===== src/rtl/cordic_pkg.sv =====
// Shared constants, FSM state and correction-code types for the
// CORDIC back-end (phase unwrapper and its wrap-difference helper).
package cordic_pkg;

    localparam int     AW_DEF     = 32;
    localparam int     ACC_W_DEF  = 40;
    localparam longint PI_VAL_DEF = 64'sd11796480;

    typedef enum logic [1:0] {
        IDLE  = 2'd0,
        FIRST = 2'd1,
        RUN   = 2'd2
    } uw_state_t;

    // CORR_DEC: d was above +pi, 2*pi removed, wrap count goes down.
    // CORR_INC: d was below -pi, 2*pi added, wrap count goes up.
    typedef enum logic [1:0] {
        CORR_NONE = 2'b00,
        CORR_DEC  = 2'b01,
        CORR_INC  = 2'b10
    } corr_t;

    function automatic longint two_pi(input longint pi);
        return 2 * pi;
    endfunction

endpackage


===== src/rtl/phase_wrap_diff.sv =====
// Combinational sample-to-sample difference with +/-2*pi correction.
// Ports: angle, prev (AW signed) -> d (AW+1 signed), corr (corr_t).
module phase_wrap_diff
    import cordic_pkg::*;
#(
    parameter int     AW     = AW_DEF,
    parameter longint PI_VAL = PI_VAL_DEF
) (
    input  logic signed [AW-1:0] angle,
    input  logic signed [AW-1:0] prev,
    output logic signed [AW:0]   d,
    output corr_t                corr
);

    localparam logic signed [AW+1:0] PI_W     = (AW+2)'(PI_VAL);
    localparam logic        [AW:0]   TWO_PI_D = (AW+1)'(two_pi(PI_VAL));

    // Compared with one spare bit so the +/-pi tests cannot overflow;
    // the corrected result always fits in AW+1 bits.
    logic signed [AW+1:0] raw;

    always_comb begin
        raw  = {{2{angle[AW-1]}}, angle} - {{2{prev[AW-1]}}, prev};
        d    = raw[AW:0];
        corr = CORR_NONE;
        if (raw > PI_W) begin
            d    = raw[AW:0] - TWO_PI_D;
            corr = CORR_DEC;
        end else if (raw < -PI_W) begin
            d    = raw[AW:0] + TWO_PI_D;
            corr = CORR_INC;
        end
    end

endmodule


===== src/rtl/phase_unwrap.sv =====
// Two-stage phase unwrapper: wrapped CORDIC angle in, unwrapped and
// saturating accumulated phase out, with net wrap count and sticky ovf.
// Ports: clk, rst_n (sync, active-high), clear, angle_in/angle_vld in;
// phase_out/phase_vld, wrap_cnt, ovf out. Defining PHASE_UNWRAP_DELTA_EN
// adds phase_delta, the corrected per-sample difference.
module phase_unwrap
    import cordic_pkg::*;
#(
    parameter int     AW     = AW_DEF,
    parameter int     ACC_W  = ACC_W_DEF,
    parameter longint PI_VAL = PI_VAL_DEF
) (
    input  logic                    clk,
    input  logic                    rst_n,
    input  logic                    clear,
    input  logic signed [AW-1:0]    angle_in,
    input  logic                    angle_vld,
    output logic signed [ACC_W-1:0] phase_out,
    output logic                    phase_vld,
    output logic signed [15:0]      wrap_cnt,
    output logic                    ovf
`ifdef PHASE_UNWRAP_DELTA_EN
    ,
    output logic signed [AW:0]      phase_delta
`endif
);

    localparam logic [ACC_W-1:0] ACC_MAX = {1'b0, {(ACC_W-1){1'b1}}};
    localparam logic [ACC_W-1:0] ACC_MIN = {1'b1, {(ACC_W-1){1'b0}}};
    localparam logic signed [15:0] WC_MAX = 16'sh7fff;
    localparam logic signed [15:0] WC_MIN = 16'sh8001;

    uw_state_t state_q;
    uw_state_t state_d;

    logic                 accept;
    logic signed [AW-1:0] prev;
    logic signed [AW:0]   d_w;
    corr_t                corr_w;

    logic                 s1_vld;
    logic                 s1_load;
    logic signed [AW:0]   s1_d;
    corr_t                s1_corr;

    logic signed [ACC_W:0]   sum;
    logic signed [ACC_W-1:0] acc_nxt;
    logic                    sat_hit;
    logic signed [15:0]      wc_nxt;

    // clear wins over a coincident sample
    assign accept = angle_vld && (state_q != IDLE) && !clear;

    phase_wrap_diff #(
        .AW     (AW),
        .PI_VAL (PI_VAL)
    ) u_diff (
        .angle (angle_in),
        .prev  (prev),
        .d     (d_w),
        .corr  (corr_w)
    );

    always_ff @(posedge clk) begin
        if (rst_n) begin
            state_q <= IDLE;
        end else begin
            state_q <= state_d;
        end
    end

    always_comb begin
        state_d = state_q;
        case (state_q)
            IDLE:    state_d = FIRST;
            FIRST:   if (accept) state_d = RUN;
            RUN:     state_d = RUN;
            default: state_d = IDLE;
        endcase
        if (clear) begin
            state_d = IDLE;
        end
    end

    // Stage 2 arithmetic: one guard bit detects signed overflow.
    // A first sample reuses s1_d to carry its sign-extended angle.
    always_comb begin
        sum     = {phase_out[ACC_W-1], phase_out}
                + {{(ACC_W-AW){s1_d[AW]}}, s1_d};
        acc_nxt = sum[ACC_W-1:0];
        sat_hit = 1'b0;
        if (s1_load) begin
            acc_nxt = {{(ACC_W-AW-1){s1_d[AW]}}, s1_d};
        end else if (sum[ACC_W] != sum[ACC_W-1]) begin
            sat_hit = 1'b1;
            acc_nxt = sum[ACC_W] ? ACC_MIN : ACC_MAX;
        end
    end

    always_comb begin
        wc_nxt = wrap_cnt;
        case (s1_corr)
            CORR_INC: if (wrap_cnt != WC_MAX) wc_nxt = wrap_cnt + 16'sd1;
            CORR_DEC: if (wrap_cnt != WC_MIN) wc_nxt = wrap_cnt - 16'sd1;
            default:  wc_nxt = wrap_cnt;
        endcase
    end

    always_ff @(posedge clk) begin
        if (rst_n || clear) begin
            prev      <= '0;
            s1_vld    <= 1'b0;
            s1_load   <= 1'b0;
            s1_d      <= '0;
            s1_corr   <= CORR_NONE;
            phase_out <= '0;
            phase_vld <= 1'b0;
            wrap_cnt  <= '0;
            ovf       <= 1'b0;
        end else begin
            s1_vld    <= accept;
            phase_vld <= s1_vld;
            if (accept) begin
                prev <= angle_in;
                if (state_q == FIRST) begin
                    s1_load <= 1'b1;
                    s1_d    <= {angle_in[AW-1], angle_in};
                    s1_corr <= CORR_NONE;
                end else begin
                    s1_load <= 1'b0;
                    s1_d    <= d_w;
                    s1_corr <= corr_w;
                end
            end
            if (s1_vld) begin
                phase_out <= acc_nxt;
                wrap_cnt  <= wc_nxt;
                ovf       <= ovf | sat_hit;
            end
        end
    end

`ifdef PHASE_UNWRAP_DELTA_EN
    always_ff @(posedge clk) begin
        if (rst_n || clear) begin
            phase_delta <= '0;
        end else if (s1_vld) begin
            phase_delta <= s1_load ? '0 : s1_d;
        end
    end
`endif

endmodule


===== config.mk =====
export PLATFORM = sky130hd
export DESIGN_NAME = phase_unwrap
export DESIGN_NICKNAME = d
export VERILOG_FILES = /design/src/rtl/cordic_pkg.sv /design/src/rtl/phase_wrap_diff.sv /design/src/rtl/phase_unwrap.sv
export SDC_FILE = /design/constraint.sdc
export NUM_CORES = 1
export LEC_CHECK = 0
export BUFFER_PORTS_ARGS = -buffer_cell sky130_fd_sc_hd__buf_4
export CORE_ASPECT_RATIO = 0.7
export CORE_MARGIN = 4
export CORE_UTILIZATION = 55
export DETAILED_ROUTE_END_ITERATION = 10
export PLACE_DENSITY_LB_ADDON = 0.15
export SLEW_MARGIN = 20
export SYNTH_ARGS = -nofsm -noshare
export SYNTH_HDL_FRONTEND = slang
export SYNTH_SLANG_ARGS = --single-unit

===== constraint.sdc =====
create_clock -name clk -period 8.44 [get_ports clk]
set_input_delay 1.688 -clock clk [delete_from_list [all_inputs] [get_ports clk]]
set_output_delay 1.688 -clock clk [all_outputs]
set_load 0.02 [all_outputs]

Yosys cells after proc, flatten, opt, wreduce, memory -nomap -nowiden
Cells that the tools add are included.
Cells by class
  $add $sub $neg: 6
  $mul: 0
  divide/modulo/power cells: 0
  magnitude comparators: 2
  equality and inequality tests: 10
  shift operators: 0
  multiplexer cells: 17
  bitwise gates (word level): 1
  reduce and logical (&&, ||, !) cells: 9
Operators with widths (number)
  40-bit 2-to-1 mux: 3
  33-bit 2-to-1 mux: 3
  40-bit by 33-bit adder with 41-bit output: 1
  34-bit by 25-bit > comparator with 1-bit output (second input constant): 1
  34-bit by 25-bit < comparator with 1-bit output (second input constant): 1
  33-bit by 25-bit adder with 33-bit output (second input constant): 1
  32-bit by 32-bit subtractor with 33-bit output: 1
  33-bit by 25-bit subtractor with 33-bit output (second input constant): 1
  16-bit 2-to-1 mux: 2
  16-bit != test (second input constant): 2
  16-bit one-hot mux with 2 select lines: 1
  16-bit by 2-bit adder with 16-bit output (second input constant): 1
  16-bit by 2-bit subtractor with 16-bit output (second input constant): 1
  2-bit 2-to-1 mux: 4
  2-bit != test (second input constant): 3
  2-bit one-hot mux with 3 select lines: 1
  2-bit by 1-bit == test with 1-bit output (second input constant): 2
  2-bit == test (second input constant): 2
  4-bit AND reduction: 1
  2-bit nonzero test: 2
  1-bit 2-to-1 mux: 3
  1-bit logical AND: 2
  2-bit logical NOT: 1
  2-bit OR reduction: 1
  4 further kinds: 4
Storage, ports and cells
  register bits after elaboration: 129
  bits in latches: 0
  RAM bits: 0
  memory bits (read-only): 0
  word-level logic and storage cells: 55
  memories kept: 0

Longest topological paths before layout
  depth after elaboration: 5
  gate-level depth with buffers: 18
  gate-level depth less buffers: 17

Hierarchy
From an unflattened synthesis, not the netlist that was laid out.
Unflattened totals
  cells, all modules: 1473
  area, all modules: 10981.8 µm²
By module, submodules not included
  phase_unwrap: times used 1, cells an instance 1018, area an instance 8052.7 µm²
  phase_wrap_diff: times used 1, cells an instance 455, area an instance 2929.1 µm²

Least setup slack after synthesis
Ideal clock, no wire load.
  kind: input port to flip-flop
  start: input port angle_in[0]
  end: register s1_d[28]
  setup time: 0.127 ns
  arrival: 5.267 ns
  required time: 8.313 ns
  setup slack: 3.046 ns
  cell stages on the path: 16
  path buffers: 0
  path through: inv_1 > ha_1 > fa_1 > nand2b_1 > a21oi_2 > o41a_4 > and2_4 > o41a_4 > or4b_4 > a2111oi_2 > nand2_1 > o31ai_4 > nor2b_1 > nor3b_1 > and3_1 > or3_1
Between the ends
  longest elaborated chain between the ends: 5
Ends and longest elaborated chain
  from (decl): RTL line phase_unwrap.sv:16  | input logic signed [AW-1:0] angle_in,
  32-bit by 32-bit subtractor with 33-bit output (*): RTL line phase_wrap_diff.sv:23  | raw = {{2{angle[AW-1]}}, angle} - {{2{prev[AW-1]}}, prev};
  33-bit by 25-bit adder with 33-bit output / 34-bit by 25-bit < comparator with 1-bit output (equally long branches): RTL line phase_wrap_diff.sv:30, phase_wrap_diff.sv:29
  33-bit 2-to-1 mux: RTL line phase_wrap_diff.sv:29  | end else if (raw < -PI_W) begin
  33-bit 2-to-1 mux (*): RTL line phase_wrap_diff.sv:26  | if (raw > PI_W) begin
  33-bit 2-to-1 mux (*): RTL line phase_unwrap.sv:125  | if (state_q == FIRST) begin
  to (signal assigned): RTL line phase_unwrap.sv:127  | s1_d <= {angle_in[AW-1], angle_in};
  to (signal assigned): RTL line phase_unwrap.sv:131  | s1_d <= d_w;
  to (decl): RTL line phase_unwrap.sv:43  | logic signed [AW:0] s1_d;
Every way passes the cells marked *; elsewhere a longest branch is shown, timed or not.
A chain may end at the register's enable or synchronous reset.

Final worst setup path
Same ends and word-level chain as after synthesis.

==> flow_summary.ini <==
[timing]
drv_slew = 0
fin_crit_sh = 0.679
finalClockSkew_ps = 9.21
setup_viol = 0
finalSetupTns_ps = 0
tightest_slew_ps = 1140
final-hold-violation-count = 0
relSlewSlack = 0.243
fmax_ghz = 0.175
min_period_ps = 5730
rsz0062_at_grt = no

[worst_setup_path]
cpMostUsedCell = o41a_4
path_cells = buf_4 -> inv_1 -> ha_1 -> fa_1 -> nand2b_1 -> a21oi_2 -> o41a_4 -> and2_4 -> o41a_4 -> or4b_4 -> a2111oi_2 -> nand2_1 -> o31ai_4 -> nor2b_1 -> nor3b_1 -> and3_1 -> or3_1
cp-start-kind = input pin
crit_slowest_cell = o31ai_4
max_stage_delay_ps = 560
worstPathArrival_ps = 6040
cp_num_buf_inv = 2
crit_family = simple AND/OR/NAND/NOR gates
crit_fanout = 12
cp.required_ps = 8750
critPathKind = in -> reg
end_kind = register

[cells_and_area]
fin_util = 0.633
num-nets-final = 1589
diodes = 0
final_cells = 1714
mostFrequentLayoutCells = nand2_1 (164), a21oi_1 (163), dfxtp_1 (128)
drive_above_1_share = 0.116
mostFrequentLayoutCell = nand2_1
area_delta_synth_final_pct = 13.0
nFillCells = 1762

[clocking]
cts_root_buf = clkbuf_16
clkSinkCount = 129
cts_tree = yes
hold_buffers = 0
cts_buffer_depth = 2
post_cts_buffers = 0
htreeDepth = 4
cts.repair.resized = 0
cts_buffers = 17
clock_latency_ps = 430
clk_pin_slew_ps = 60

[drt]
routedWlPerCell_microns = 17.4
viasPerCell = 6.20
antenna_left = 0
firstDrtPassIters = 7
vias = 10600
drt_iter0_drc = 1064
routed_wl_mm = 29.8
drc_errors = 0

[global_routing]
grt_pass1_wl_mm = 49.0
groute.usage.overall = 0.273
overflow = 0
antenna_found_initial = 0
grt_pass1_vias = 9512
grt_max_degree = 74

[synthesis]
avgSynthCellArea_sq_um = 7.50
synth_cell_types = 85
ys_async_sr_fraction = 0
ys_seq_area_frac = 0.244
ys.warnings.count = 0
ys.flop_type = dfxtp_1
synth_area_sq_um = 10600
synth_edf_count = 0
syn-num-nets = 1541
ys_ff_latch = 129
synthCells = 1412

[place]
globalplace.congestion = 0.954
place_inst = 1683
dp.final_hpwl_mm = 21.9
port_buffers = 93

[floorplan]
row_count = 42
coreArea_sq_um = 18900
die_y_microns = 124
start_util = 0.560
die-area_sq_um = 21600
die_w_microns = 174
pin_count = 94

[run]
maxCapViolations = 0

[run_status]
status = completed

[power_and_ir_drop]
p_leak_uw = 0.00503
power_uw = 1690
p_per_area_nw_per_um2 = 141
peakVddDrop_v = 0.000117

[hold_path]
hold_class = reg -> reg
tightest hold or removal path, delay by kind of cell, from the launching register on:
| family | cells | cell delay, ps |
|---|---|---|
| and+or+nand+nor | 1 | 50 |
| DFF | 1 | 310 |
| AOI/OAI and AO/OA | 1 | 50 |
synthesized netlist by cell type, drive strengths merged (12+ instances only):
cell,instances,area (sq um)
a211oi,15,130
a21o,48,360
a21oi,168,860
a22oi,12,90.1
a31oi,24,150
and2,18,115
and3,18,113
buf,12,67.6
clkbuf,60,225
dfxtp,129,2580
ha,90,1130
inv,59,221
mux2i,21,210
nand2,165,619
nand2b,15,93.8
nand3,22,110
nand4,22,138
nor2,109,414
nor2b,12,82.6
nor3,31,155
o211ai,12,90.1
o21ai,108,541
xnor2,45,394
xor2,31,279
report_power, final:
part           internal (uW)  switching, uW  total [uW]
clock                    484            290         775
combinational            106            184         290
sequential               615           5.29         621
sequential cells by signal, summed over array words and instances, names as in the netlist:
name and count:
s1_vld 1, phase_out 40, phase_vld 1, s1_corr 2, wrap_cnt 16, s1_d 33
ovf 1, s1_load 1, prev 32, state_q 2
per-stage QoR:
step           hold slack (ps)  worst slack (ps)  instance area, sq um
4_1_cts                    455              2770                 12000
3_5_place_dp               447              2330                 11400
3_3_place_gp               443              2430                 11400
5_1_grt                    469              2470                 12000
2_1_floorplan              436              3050                 10600
6_report                   454              2710                 12000
final cells by class:
cell class	count	area (sq um)	area share
multi-input cells	1151	7500	0.626
flip-flops and latches	129	2580	0.216
repair buffers	101	758	0.0633
clock buffers	21	470	0.0393
well taps	242	303	0.0253
inverters	60	225	0.0188
clock inverters	10	134	0.0112
path summary, 6_finish.rpt:
kind / cells after the start / slack, ps / end / from
worst max-delay path: 17 / 2710 / s1_d[28] / angle_in[0]
worst max register to register: 16 / 3140 / phase_out[25] / s1_d[0]
worst min register to register: 2 / 450 / prev[14] / prev[14]
worst min-delay path: 2 / 450 / prev[14] / prev[14]
routing by layer:
layer	track usage	part of all wire
met2	0.425	0.43
met3	0.0397	0.059
met4	0.0806	0.017
met5	0	0
met1	0.394	0.49
kinds of logic (layout without fill, tap and decap cells):
family,count (synthesis),after routing,share of synthesized area
buf+inv,132,192,0.0489
mux,21,21,0.0198
flops,129,129,0.244
fa+ha+maj,93,93,0.112
compound gates,486,486,0.295
simple gates,475,475,0.218
xor+xnor,76,76,0.0635
Note: power is estimated with default switching activity, not from simulation.
